==> src/rtl/gate_array_pipe.sv <==
// gate_array_pipe: registered two-stage bitwise logic unit
// with reductions, valid/ready flow control and a result counter.
module gate_array_pipe #(
  parameter int WIDTH = 8,
  parameter int CNT_W = 16
) (
  input  logic             clk,
  input  logic             rst_n,
  input  logic [WIDTH-1:0] a,
  input  logic [WIDTH-1:0] b,
  input  logic [2:0]       op,
  input  logic             in_valid,
  output logic             in_ready,
  output logic [WIDTH-1:0] y,
  output logic             red_and,
  output logic             red_or,
  output logic             red_xor,
  output logic             out_valid,
  input  logic             out_ready,
  input  logic             clr_count,
  output logic [CNT_W-1:0] count
);

  logic [WIDTH-1:0] f;
  logic [WIDTH-1:0] r1;
  logic             v1;
  logic             adv;
  logic             xfer;

  // stall-all: both stages move together or not at all
  assign adv      = !out_valid || out_ready;
  assign in_ready = adv;
  assign xfer     = out_valid && out_ready;

  // bitwise operation select
  always_comb begin
    f = '0;
    unique case (op)
      3'd0: f = a & b;
      3'd1: f = a | b;
      3'd2: f = a ^ b;
      3'd3: f = ~(a & b);
      3'd4: f = ~(a | b);
      3'd5: f = ~(a ^ b);
      3'd6: f = ~a;
      3'd7: f = a;
    endcase
  end

  // stage 1: capture result, bubble when no input
  always_ff @(posedge clk) begin
    if (!rst_n) begin
      v1 <= 1'b0;
      r1 <= '0;
    end else if (adv) begin
      v1 <= in_valid;
      if (in_valid) r1 <= f;
    end
  end

  // stage 2: output register and reductions
  always_ff @(posedge clk) begin
    if (!rst_n) begin
      out_valid <= 1'b0;
      y         <= '0;
      red_and   <= 1'b0;
      red_or    <= 1'b0;
      red_xor   <= 1'b0;
    end else if (adv) begin
      out_valid <= v1;
      y         <= r1;
      red_and   <= &r1;
      red_or    <= |r1;
      red_xor   <= ^r1;
    end
  end

  // delivered-result counter; clear beats increment
  always_ff @(posedge clk) begin
    if (!rst_n) begin
      count <= '0;
    end else if (clr_count) begin
      count <= '0;
    end else if (xfer) begin
      count <= count + CNT_W'(1);
    end
  end

endmodule

==> config.mk <==
export PLATFORM = sky130hd
export DESIGN_NAME = gate_array_pipe
export DESIGN_NICKNAME = d
export VERILOG_FILES = /design/src/rtl/gate_array_pipe.sv
export SDC_FILE = /design/constraint.sdc
export NUM_CORES = 1
export LEC_CHECK = 0
export BUFFER_PORTS_ARGS = -buffer_cell sky130_fd_sc_hd__buf_2
export CAP_MARGIN = 10
export CORE_ASPECT_RATIO = 0.8
export CORE_MARGIN = 10
export CORE_UTILIZATION = 45
export DETAILED_ROUTE_END_ITERATION = 16
export GPL_TIMING_DRIVEN = 0
export HOLD_SLACK_MARGIN = 0.02
export PLACE_DENSITY = 0.74
export SYNTH_ARGS = -nofsm -noshare
export SYNTH_HDL_FRONTEND = slang
export SYNTH_SLANG_ARGS = --single-unit
export TNS_END_PERCENT = 50
==> constraint.sdc <==
create_clock -name clk -period 2.3 [get_ports clk]
set_input_delay 0.69 -clock clk [delete_from_list [all_inputs] [get_ports clk]]
set_output_delay 0.69 -clock clk [all_outputs]
set_load 0.01 [all_outputs]
==> results.yml <==
status:
  outcome: "finished clean"
drt:
  antenna_left: 0
  drc: 0
  drt_iter0_drc: 99
  via_per_inst: 5.31
  routed_wl_um: 5770
  vias: 2223
  drt_first_pass_iters: 4
  wl_per_cell_um: 13.8
sta:
  tightest_slew_ns: 0.562
  setup_viol: 0
  finalHoldViolCount: 0
  period_needed_ns: 2.14
  skew_ns: 0.00655
  fmax_mhz: 468
  finalCritPeriodShare_pct: 92.9
  slew-limit-headroom_pct: 62.5
  rsz0062_at_grt: "no"
  final-max-slew-violation-count: 0
  worst_slack_ns: 0.163
  setup_tns_ns: 0
clock_tree:
  cts-buffers-inserted: 5
  clock_latency_ns: 0.28
  clk_pin_slew_ns: 0.07
  h-tree-depth: 2
  root_buffer: "clkbuf_8"
  clkSinkCount: 37
  clk_path_buf_depth: 2
  tritoncts: "done"
setup_path:
  path_max_fanout: 6
  arrival_ns: 1.45
  crit_type: "primary input to output pin"
  crit_required_ns: 1.61
  start_kind: "primary input"
  end_kind: "output pin"
power:
  fin_total_pwr_w: 0.00156
  powerDensity_mw_per_mm2: 543
  p_leak_nw: 1.27
  switching_share_pct: 25.8
  p_int_w: 0.00116
  power_frac_clock_pct: 37.0
  p_comb_share_pct: 18.6
  ir_drop_v: 0.000282
  p_sw_w: 0.000402
  seqPwrFrac_pct: 44.4
global_routing:
  grt_max_degree: 15
  antenna_found_initial: 0
  grt_first_pass_wirelength_um: 9790
  grt_pass1_vias: 2211
  grt_use_total_pct: 13.3
  grt_overflow: 0
cells_and_area:
  fin_area_mm2: 0.00287
  areaGrowthSynthToFinish_pct: 19.1
  n_antenna_cell: 0
  drive_gt1_share_pct: 20.4
  nets: 405
  final_cell_mix: "54 x buf_2, 38 x nand2_1, 37 x dfxtp_1"
  post-route-util_pct: 56.4
  mostFrequentLayoutCell: "buf_2"
placed_design:
  place.gp.congestion: 0.829
  dpl_cell_area_mm2: 0.00275
  dpl.hpwl_um: 4520
  portBuffers: 52
  pre_cts_ws_ns: -0.200
floorplanning:
  fp.dieArea_mm2: 0.00871
  coreArea_mm2: 0.00509
  row_count: 23
  die_h_um: 85.5
  die_w_um: 102
  start_util_pct: 47.4
  ios: 53
synthesis:
  synth-edff-count: 0
  synth_warnings: 0
  synth_seq_area_share_pct: 30.7
  syn_avg_cell_area_um2: 8.12
  ys_types: 50
  ys_seq_elements: 37
  synthFlopType: "dfxtp_1"
  syn_inst: 297
  synth_area_mm2: 0.00241
  synthArstFlopShare_pct: 0
  synth_fp_nets: 346
flow_run:
  maxCapViolCount: 0
worst_hold_path:
  hp-class: "flop to flop"
## final timing paths
check	end	startpoint	slack (ns)	cells past startpoint
setup reg to reg	r1[2]	out_valid	0.41	7
setup / recovery	in_ready	out_ready	0.16	4
hold reg to reg	y[3]	y[3]	0.46	2
hold / removal	y[3]	y[3]	0.46	2
## metrics by stage
step / hold slack, ns / cells
floorplan: 0.441 / 297
global placement: 0.447 / 411
detailed placement: 0.455 / 411
CTS: 0.465 / 419
global route: 0.493 / 419
finish: 0.458 / 419
## flip-flops by register name (all words and copies together) (netlist names)
name,count
v1,1
r1,8
red_xor,1
y,8
count,16
red_or,1
out_valid,1
red_and,1
## layout make-up
cell class / instances / area [µm²]
clock inverter: 1 / 30.0
tap: 62 / 77.6
fill: 484 / 2220
buffer: 12 / 47.5
sequential: 37 / 741
inverter: 30 / 116
multi-input combinational: 217 / 1510
clock buffer: 7 / 86.3
timing repair buffer: 53 / 268
## what timing repair did
item	in CTS	in global routing
hold buffers	0	0
setup buffers	1	0
setup endpoints to repair	1	0
gates resized for setup	1	0
## synthesized netlist by cell type (8+ instances only)
cell type / count / share of area (%)
clkbuf_1: 9 / 1.4
inv_1: 28 / 4.4
xor2_1: 9 / 3.3
dfxtp_1: 37 / 31
a21boi_0: 9 / 2.8
nand2_1: 38 / 5.9
xnor2_1: 10 / 3.6
nor2_1: 17 / 2.6
nand2b_1: 8 / 2.1
ha_1: 25 / 13
o21ai_0: 19 / 3.9
a21oi_1: 9 / 1.9
## power by group through the flow
stage / Clock, W / Sequential [W] / Combinational (W)
finish: 0.000576 / 0.000693 / 0.000290
global route: 0.000620 / 0.000698 / 0.000328
CTS: 0.000587 / 0.000693 / 0.000290
detailed placement: 0 / 0.000708 / 0.000288
global placement: 0 / 0.000708 / 0.000280
floorplan: 0 / 0.000712 / 0.000187
## critical path: stages
cell        delay, ns
buf_2            0.13
and2b_1          0.31
clkinvlp_4       0.16
buf_2            0.16
## layer usage
layer / part of all wire, % / up-vias / GRT usage (%)
met4: 0.69 / 0 / 2.94
met1: 50 / 1011 / 17.2
met5: 0 / - / 0
met3: 7.7 / 6 / 4.29
met2: 42 / 66 / 20.9
li1: - / 1140 / -
## logic make-up after synthesis
group	Yosys count	synth area share, %
mux	5	2.23
xor+xnor	19	6.90
simple gates	102	21.9
compound gates	66	18.5
flops	37	30.7
fa+ha+maj	25	13.0
buf+inv	43	6.79
No activity file was read; power rests on OpenSTA's default activity.
